**config.mk**
```make
export PLATFORM = sky130hd
export DESIGN_NAME = fp_mult_pipe_flat
export DESIGN_NICKNAME = d
export VERILOG_FILES = /design/src/rtl/fp_mult_pipe_if.sv /design/src/rtl/fp_mult_pipe.sv /design/src/flat_wrapper.sv
export SDC_FILE = /design/constraint.sdc
export NUM_CORES = 2
export LEC_CHECK = 0
export ABC_AREA = 1
export BUFFER_PORTS_ARGS = -buffer_cell sky130_fd_sc_hd__buf_2
export CAP_MARGIN = 20
export CORE_UTILIZATION = 65
export CTS_BUF_LIST = sky130_fd_sc_hd__clkbuf_4 sky130_fd_sc_hd__clkbuf_8 sky130_fd_sc_hd__clkbuf_16
export CTS_CLUSTER_SIZE = 30
export DETAILED_ROUTE_END_ITERATION = 8
export PLACE_DENSITY = 0.82
export SETUP_SLACK_MARGIN = 0.4
export SYNTH_ARGS = -nofsm -noshare
export SYNTH_HDL_FRONTEND = slang
export SYNTH_SLANG_ARGS = --single-unit
```
**constraint.sdc**
```tcl
create_clock -name clk -period 14.7 [get_ports clk]
set_input_delay 0.735 -clock clk [delete_from_list [all_inputs] [get_ports clk]]
set_output_delay 0.735 -clock clk [all_outputs]
set_load 0.01 [all_outputs]
```
**src/rtl/fp_mult_pipe_if.sv**
```systemverilog
// Operand/result handshake bundle for fp_mult_pipe.
// The slave modport is the multiplier; the master modport is the producer/consumer side.
interface fp_mult_pipe_if #(
  parameter int EXPONENT = 8,
  parameter int MANTISSA = 23
) ();
  localparam int W = EXPONENT + MANTISSA + 1;

  logic         in_valid;
  logic         in_ready;
  logic [W-1:0] a_operand;
  logic [W-1:0] b_operand;
  logic         out_valid;
  logic         out_ready;
  logic [W-1:0] result;
  logic [3:0]   flags;

  modport slave (
    input  in_valid, a_operand, b_operand, out_ready,
    output in_ready, out_valid, result, flags
  );

  modport master (
    output in_valid, a_operand, b_operand, out_ready,
    input  in_ready, out_valid, result, flags
  );
endinterface

```
**src/rtl/fp_mult_pipe.sv**
```systemverilog
// Three-stage pipelined floating-point multiplier (classify, multiply, round/pack)
// with valid/ready backpressure, RNE rounding, flush-to-zero and exception flags.
module fp_mult_pipe #(
  parameter int EXPONENT = 8,
  parameter int MANTISSA = 23
) (
  input  logic          clk,
  input  logic          rst,
  fp_mult_pipe_if.slave bus
);
  localparam int E  = EXPONENT;
  localparam int M  = MANTISSA;
  localparam int W  = E + M + 1;
  localparam int XW = E + 2;
  localparam logic [XW-1:0] BIAS     = XW'(2**(E-1) - 1);
  localparam logic [XW-1:0] ES_MAX   = XW'(2**E - 1);
  localparam logic [E-1:0]  EXP_ONES = '1;
  localparam logic [W-1:0]  QNAN     = {1'b0, EXP_ONES, 1'b1, {(M-1){1'b0}}};

  typedef enum logic [1:0] {SP_NONE, SP_NAN, SP_INF, SP_ZERO} special_e;

  logic v1_q, v2_q, v3_q;
  logic ready1, ready2, ready3;

  assign ready3        = !v3_q || bus.out_ready;
  assign ready2        = !v2_q || ready3;
  assign ready1        = !v1_q || ready2;
  assign bus.in_ready  = ready1;
  assign bus.out_valid = v3_q;

  // Stage 1: unpack and classify
  logic [E-1:0] ea, eb;
  logic [M-1:0] fa, fb;
  logic         a_zero, a_inf, a_nan, a_snan;
  logic         b_zero, b_inf, b_nan, b_snan;
  logic         inf_x_zero;
  special_e     sp1_d;
  logic         inv1_d;
  logic [XW-1:0] es1_d;

  assign ea = bus.a_operand[W-2 -: E];
  assign fa = bus.a_operand[M-1:0];
  assign eb = bus.b_operand[W-2 -: E];
  assign fb = bus.b_operand[M-1:0];

  always_comb begin
    a_zero     = (ea == '0);
    a_inf      = (ea == EXP_ONES) && (fa == '0);
    a_nan      = (ea == EXP_ONES) && (fa != '0);
    a_snan     = a_nan && !fa[M-1];
    b_zero     = (eb == '0);
    b_inf      = (eb == EXP_ONES) && (fb == '0);
    b_nan      = (eb == EXP_ONES) && (fb != '0);
    b_snan     = b_nan && !fb[M-1];
    inf_x_zero = (a_inf && b_zero) || (a_zero && b_inf);
    inv1_d     = a_snan || b_snan || inf_x_zero;
    es1_d      = {2'b00, ea} + {2'b00, eb} - BIAS;
    sp1_d      = SP_NONE;
    if (a_nan || b_nan || inf_x_zero) sp1_d = SP_NAN;
    else if (a_inf || b_inf)          sp1_d = SP_INF;
    else if (a_zero || b_zero)        sp1_d = SP_ZERO;
  end

  logic          sign1_q, inv1_q;
  special_e      sp1_q;
  logic [XW-1:0] es1_q;
  logic [M:0]    siga1_q, sigb1_q;

  // Stage 2: significand multiply
  logic [2*M+1:0] prod2_d;
  assign prod2_d = {{(M+1){1'b0}}, siga1_q} * {{(M+1){1'b0}}, sigb1_q};

  logic           sign2_q, inv2_q;
  special_e       sp2_q;
  logic [XW-1:0]  es2_q;
  logic [2*M+1:0] prod2_q;

  // Stage 3: normalise, round to nearest even, resolve specials
  logic          hi, guard, sticky, rnd, ovf, unf;
  logic [M-1:0]  keep;
  logic [M:0]    kr;
  logic [XW-1:0] es_n;
  logic [W-1:0]  result_d;
  logic [3:0]    flags_d;

  always_comb begin
    hi = prod2_q[2*M+1];
    if (hi) begin
      keep   = prod2_q[2*M:M+1];
      guard  = prod2_q[M];
      sticky = |prod2_q[M-1:0];
    end else begin
      keep   = prod2_q[2*M-1:M];
      guard  = prod2_q[M-1];
      sticky = |prod2_q[M-2:0];
    end
    rnd  = guard && (sticky || keep[0]);
    kr   = {1'b0, keep} + {{M{1'b0}}, rnd};
    es_n = es2_q + XW'(hi) + XW'(kr[M]);
    ovf  = !es_n[XW-1] && (es_n >= ES_MAX);
    unf  = es_n[XW-1] || (es_n == '0);

    result_d = {sign2_q, es_n[E-1:0], kr[M-1:0]};
    flags_d  = {3'b000, guard | sticky};
    case (sp2_q)
      SP_NAN: begin
        result_d = QNAN;
        flags_d  = {inv2_q, 3'b000};
      end
      SP_INF: begin
        result_d = {sign2_q, EXP_ONES, {M{1'b0}}};
        flags_d  = 4'b0000;
      end
      SP_ZERO: begin
        result_d = {sign2_q, {(W-1){1'b0}}};
        flags_d  = 4'b0000;
      end
      default: begin
        if (ovf) begin
          result_d = {sign2_q, EXP_ONES, {M{1'b0}}};
          flags_d  = 4'b0101;
        end else if (unf) begin
          result_d = {sign2_q, {(W-1){1'b0}}};
          flags_d  = 4'b0011;
        end
      end
    endcase
  end

  logic [W-1:0] result_q;
  logic [3:0]   flags_q;

  assign bus.result = result_q;
  assign bus.flags  = flags_q;

  always_ff @(posedge clk or posedge rst) begin
    if (rst) begin
      v1_q     <= 1'b0;
      v2_q     <= 1'b0;
      v3_q     <= 1'b0;
      sign1_q  <= 1'b0;
      inv1_q   <= 1'b0;
      sp1_q    <= SP_NONE;
      es1_q    <= '0;
      siga1_q  <= '0;
      sigb1_q  <= '0;
      sign2_q  <= 1'b0;
      inv2_q   <= 1'b0;
      sp2_q    <= SP_NONE;
      es2_q    <= '0;
      prod2_q  <= '0;
      result_q <= '0;
      flags_q  <= '0;
    end else begin
      if (ready1) begin
        v1_q <= bus.in_valid;
        if (bus.in_valid) begin
          sign1_q <= bus.a_operand[W-1] ^ bus.b_operand[W-1];
          inv1_q  <= inv1_d;
          sp1_q   <= sp1_d;
          es1_q   <= es1_d;
          siga1_q <= {1'b1, fa};
          sigb1_q <= {1'b1, fb};
        end
      end
      if (ready2) begin
        v2_q <= v1_q;
        if (v1_q) begin
          sign2_q <= sign1_q;
          inv2_q  <= inv1_q;
          sp2_q   <= sp1_q;
          es2_q   <= es1_q;
          prod2_q <= prod2_d;
        end
      end
      if (ready3) begin
        v3_q <= v2_q;
        if (v2_q) begin
          result_q <= result_d;
          flags_q  <= flags_d;
        end
      end
    end
  end
endmodule

```
**src/flat_wrapper.sv**
```systemverilog
// flat-port wrapper written by rule: the top's interface ports become plain ports
module fp_mult_pipe_flat 
#(
  parameter int EXPONENT = 8,
  parameter int MANTISSA = 23
)
  (clk, rst, bus_in_valid, bus_a_operand, bus_b_operand, bus_out_ready, bus_in_ready, bus_out_valid, bus_result, bus_flags);
  fp_mult_pipe_if #(.EXPONENT(EXPONENT), .MANTISSA(MANTISSA)) bus_i ();
  input  logic clk;
  input  logic rst;
  input wire logic [$bits(bus_i.in_valid)-1:0] bus_in_valid;
  input wire logic [$bits(bus_i.a_operand)-1:0] bus_a_operand;
  input wire logic [$bits(bus_i.b_operand)-1:0] bus_b_operand;
  input wire logic [$bits(bus_i.out_ready)-1:0] bus_out_ready;
  output wire logic [$bits(bus_i.in_ready)-1:0] bus_in_ready;
  output wire logic [$bits(bus_i.out_valid)-1:0] bus_out_valid;
  output wire logic [$bits(bus_i.result)-1:0] bus_result;
  output wire logic [$bits(bus_i.flags)-1:0] bus_flags;
  assign bus_i.in_valid = bus_in_valid;
  assign bus_i.a_operand = bus_a_operand;
  assign bus_i.b_operand = bus_b_operand;
  assign bus_i.out_ready = bus_out_ready;
  assign bus_in_ready = bus_i.in_ready;
  assign bus_out_valid = bus_i.out_valid;
  assign bus_result = bus_i.result;
  assign bus_flags = bus_i.flags;
  fp_mult_pipe #(.EXPONENT(EXPONENT), .MANTISSA(MANTISSA)) u_core (.clk(clk), .rst(rst), .bus(bus_i));
endmodule
```
== Yosys cells after proc, flatten, opt, wreduce, memory -nomap -nowiden ==
Cells that the tools add are included.

* Logic and storage cells: 83
* Output and inout port bits: 38
* Register bits: 163

* Bitwise operators: 2
* $mul: 1
* Mux-type cells: 12
* Eq/ne operators: 5
* Reductions and logical operators: 41
* Order comparisons: 1
* $add $sub $neg: 5

{| class="wikitable"
|+ Operators with widths
! operator !! number
|-
| $pmux 32 s3 || 1
|-
| $mux 31 || 2
|-
| $mul 24x24->48 || 1
|-
| $logic_not 23->1 || 2
|-
| $reduce_bool 23->1 || 2
|-
| $add 23x1->24 || 1
|-
| $mux 23 || 1
|-
| $reduce_or 23->1 || 1
|-
| $reduce_or 22->1 || 1
|-
| $add 10x1->10 || 2
|-
| $eq 8x8->1 const B || 2
|-
| $logic_not 8->1 || 2
|-
| $logic_or 1x1->1 || 12
|-
| $ge 10x8->1 const B || 1
|-
| $logic_and 1x1->1 || 10
|-
| $logic_not 10->1 || 1
|-
| $sub 10x7->10 const B || 1
|-
| $add 8x8->9 || 1
|-
| $mux 2 || 4
|-
| $pmux 4 s2 || 1
|-
| $logic_not 1->1 || 6
|-
| $reduce_and 2->1 || 3
|-
| $eq 2x2->1 const B || 2
|-
| $mux 4 || 1
|-
| other kinds (5) || 6
|}

== Longest topological paths before layout ==
* Depth after elaboration: 11
* Gate-level depth with buffers: 31
* Mapped depth without buffers: 29

== Worst setup path before layout ==
No wires, ideal clock.

* Path kind: reg-to-reg
* From: reg u_core.sigb1_q[3]
* To: reg u_core.prod2_q[33]
* Data required time: 14.568 ns
* Period minus slack after synthesis: 6.067 ns
* Cell stages (with the launch flop): 28
* Path slack: 8.633 ns
* Data arrival time: 5.934 ns
* Buffers on the path: 2
* Cell sequence: dfrtp_1 -> clkbuf_1 -> clkbuf_1 -> nand2_1 -> fa_1 -> inv_1 -> fa_1 -> inv_1 -> fa_1 -> inv_1 -> fa_1 -> inv_1 -> fa_1 -> inv_1 -> fa_1 -> inv_1 -> fa_1 -> inv_1 -> ha_1 -> nand2_1 -> nor2_1 -> nand2_1 -> o21ai_0 -> nand2_1 -> nand2_1 -> nand2_1 -> nand3_1 -> o21ai_0

* Word-level cells in the longest chain between the ends: 1

{| class="wikitable"
|+ RTL lines
! what !! line !! text
|-
| start, declared || fp_mult_pipe.sv:67 || <nowiki>logic [M:0] siga1_q, sigb1_q;</nowiki>
|-
| start signal, assigned || fp_mult_pipe.sv:163 || <nowiki>sigb1_q <= {1'b1, fb};</nowiki>
|-
| $mul 24x24->48 || fp_mult_pipe.sv:71 || <nowiki>assign prod2_d = {{(M+1){1'b0}}, siga1_q} * {{(M+1){1'b0}}, sigb1_q};</nowiki>
|-
| end signal, assigned || fp_mult_pipe.sv:173 || <nowiki>prod2_q <= prod2_d;</nowiki>
|-
| end, declared || fp_mult_pipe.sv:76 || <nowiki>logic [2*M+1:0] prod2_q;</nowiki>
|}

Every way passes these cells.
A chain may end at the register's enable or synchronous reset.

== Final worst setup path ==
* From: reg u_core.siga1_q[13]
* To: reg u_core.prod2_q[27]

* Word-level cells in the longest chain between the ends: 1

{| class="wikitable"
|+ RTL lines
! what !! line !! text
|-
| start, declared || fp_mult_pipe.sv:67 ||
|-
| start signal, assigned || fp_mult_pipe.sv:162 || <nowiki>siga1_q <= {1'b1, fa};</nowiki>
|-
| $mul 24x24->48 || fp_mult_pipe.sv:71 ||
|}

Every way passes these cells.

==> flow_summary.json <==
{
  "initial_core_util_pct": 66.6,
  "cts_hold_buf": 0,
  "ctsResizeCount": 0,
  "ys_ff_latch": 162,
  "yosysTopAreaCell": "fa_1",
  "final_common_cell": "nand2_1",
  "r2r_setup_slack_ns": 7.37,
  "placed_cell_area_um2": 29700,
  "die_h_um": 213,
  "grt_pass1_vias": 25139,
  "final-setup-viol-count": 0,
  "r2r-start": "u_core.siga1_q[13]",
  "seq_area_um2": 4050,
  "multi_input_area_um2": 20100,
  "ys_types": 46,
  "synth_top_cell_area_share_pct": 33.5,
  "setup.worst_path.end_class": "register",
  "finalWorstSetupSlack_ns": 7.37,
  "fillers": 3628,
  "grt_max_degree": 109,
  "wl_per_cell_um": 16.8,
  "clockRootBuffer": "clkbuf_16",
  "ys.warnings.count": 0,
  "grtUsageTotal_pct": 36.4,
  "syn_nets": 4703,
  "viasPerCell": 5.39,
  "area_growth_syn_to_layout_pct": 5.00,
  "slew_violations": 0,
  "antenna_found_initial": 0,
  "fin_cells": 4535,
  "synthTopCellsByArea": "fa_1, nand2_1, dfrtp_1, inv_1, ha_1",
  "wl_um": 76300,
  "finalHoldViolCount": 0,
  "port-buffer-count": 105,
  "drv_cap": 0,
  "final_cell_mix": "nand2_1, inv_1, fa_1",
  "dp_hpwl_um": 59300,
  "final.min_clock_period_ns": 7.33,
  "status": "finished clean",
  "design_area_um2": 30400,
  "synth-seq-area-share_pct": 14.0,
  "rr_worst_depth": 26,
  "layout.nets": 4679,
  "n_antenna_cell": 0,
  "layout-drive-gt1-share_pct": 5.77,
  "gp_congestion": 0.980,
  "firstDrtPassIters": 6,
  "clockBufferDepth": 2,
  "htreeDepth": 4,
  "fp.dieW_um": 213,
  "core_area_um2": 43500,
  "fin_setup_tns_ns": 0,
  "rows": 76,
  "worstPathArrival_ns": 7.67,
  "place_ws_ns": 7.50,
  "cts-buffers-inserted": 17,
  "grt_overflow": 0,
  "dp_cells": 4502,
  "required_ns": 15.04,
  "crit_type": "reg2reg",
  "initialDrtViolationCount": 2249,
  "cts_tree": "done",
  "cts_setup_buffers": 0,
  "path_clk_slew_ns": 0.08,
  "fin_skew_ns": 0.0209,
  "max_slew_margin_pct": 18.1,
  "grt_pass1_wl_um": 126000,
  "synth_area_um2": 28900,
  "grt_setup_unrepaired": "false",
  "synth_area_per_cell_um2": 7.30,
  "fmax_mhz": 137,
  "die-area_um2": 45400,
  "cp-start-kind": "register",
  "drc": 0,
  "critPathMaxFanout": 25,
  "worstSkewPairLatency_ns": 0.47,
  "pin_count": 106,
  "num_vias": 24426,
  "syn_inst": 3961,
  "ant_nets": 0,
  "tightestPinTransition_ns": 1.23,
  "fin_crit_sh_pct": 49.8,
  "cts_sinks": 162,
  "reg2reg_to": "u_core.prod2_q[27]",
  "hold_class": "in2async"
}
==> routing by layer <==
layer  wire, µm  vias up  GRT usage (%)
li1           -    11341              -
met1      30000    11576           47.3
met2      34900     1200           58.5
met3       7290      309           6.78
met4       4100        0           18.2
met5          0        -              0
==> flip-flops by register name (all words and copies together), names as in the netlist <==
register / count
u_core.sp1_q: 2
u_core.sp2_q: 2
u_core.prod2_q: 48
u_core.sign1_q: 1
u_core.bus.result: 32
u_core.v1_q: 1
u_core.bus.out_valid: 1
u_core.bus.flags: 4
u_core.v2_q: 1
u_core.es2_q: 10
u_core.sigb1_q: 24
u_core.es1_q: 10
u_core.inv1_q: 1
u_core.inv2_q: 1
u_core.siga1_q: 23
u_core.sign2_q: 1
==> critical path: stages, from the launching register on <==
cell	delay, ns
dfrtp_1	1.16
nand2_1	0.20
fa_1	0.59
inv_1	0.05
fa_1	0.48
inv_1	0.07
fa_1	0.53
inv_1	0.06
fa_1	0.52
inv_1	0.07
fa_1	0.55
inv_1	0.05
fa_1	0.48
inv_1	0.05
fa_1	0.48
inv_1	0.05
ha_1	0.36
nand2_1	0.12
nor2_1	0.21
inv_1	0.05
o21ai_0	0.42
a21o_1	0.25
nand2_1	0.10
nand2_1	0.07
nand2_1	0.06
nand3_1	0.10
nand2_1	0.06
==> area by class of cell <==
| type | count | area share, % |
|---|---|---|
| multi-input combinational | 2531 | 66.1 |
| inverter | 1087 | 13.4 |
| sequential | 162 | 13.3 |
| timing repair buffer | 138 | 2.64 |
| tap | 585 | 2.41 |
| clock buffer | 17 | 1.40 |
| clock inverter | 15 | 0.655 |
==> logic make-up (layout without fill, tap and decap cells) <==
group / count (synthesis) / in the layout / share of synthesized area [%]
fa+ha+maj: 674 / 674 / 41.7
flops: 162 / 162 / 14.0
xor+xnor: 23 / 23 / 0.761
simple gates: 1590 / 1590 / 22.4
compound gates: 244 / 244 / 4.52
buf+inv: 1268 / 1257 / 16.6
==> worst max path at each step <==
stage / start / end / slack, ns / cells past startpoint
global placement: u_core.siga1_q[13] / u_core.prod2_q[27] / 7.62 / 26
global route: u_core.siga1_q[13] / u_core.prod2_q[27] / 7.05 / 26
floorplan: u_core.sigb1_q[3] / u_core.prod2_q[33] / 8.63 / 27
detailed placement: u_core.siga1_q[12] / u_core.prod2_q[27] / 7.50 / 26
finish: u_core.siga1_q[13] / u_core.prod2_q[27] / 7.37 / 26
CTS: u_core.siga1_q[13] / u_core.prod2_q[27] / 7.48 / 26
==> cells in the mapped netlist, drive strengths merged <==
cell type  count
a21boi         4
a21o           1
a21oi         65
a31oi          4
buf           18
clkbuf       163
clkinv         2
dfrtp        162
fa           484
ha           190
inv         1085
nand2       1198
nand2b         2
nand3        128
nand3b         6
nand4         46
nor2         186
nor3           5
nor4           5
o211ai         4
o21a           1
o21ai        148
o21bai         8
o22ai          7
o31ai          2
or2           14
xnor2         12
xor2          11
==> metrics by stage <==
stage               utilization, %  hold slack (ns)
floorplan                        -            0.442
global placement              68.4            0.451
detailed placement            68.4            0.460
CTS                           69.9            0.373
global route                  69.9            0.422
finish                        69.9            0.370
Power is not shown: default switching activity piles up to over one toggle a cycle in this logic, so the estimate is an artifact.
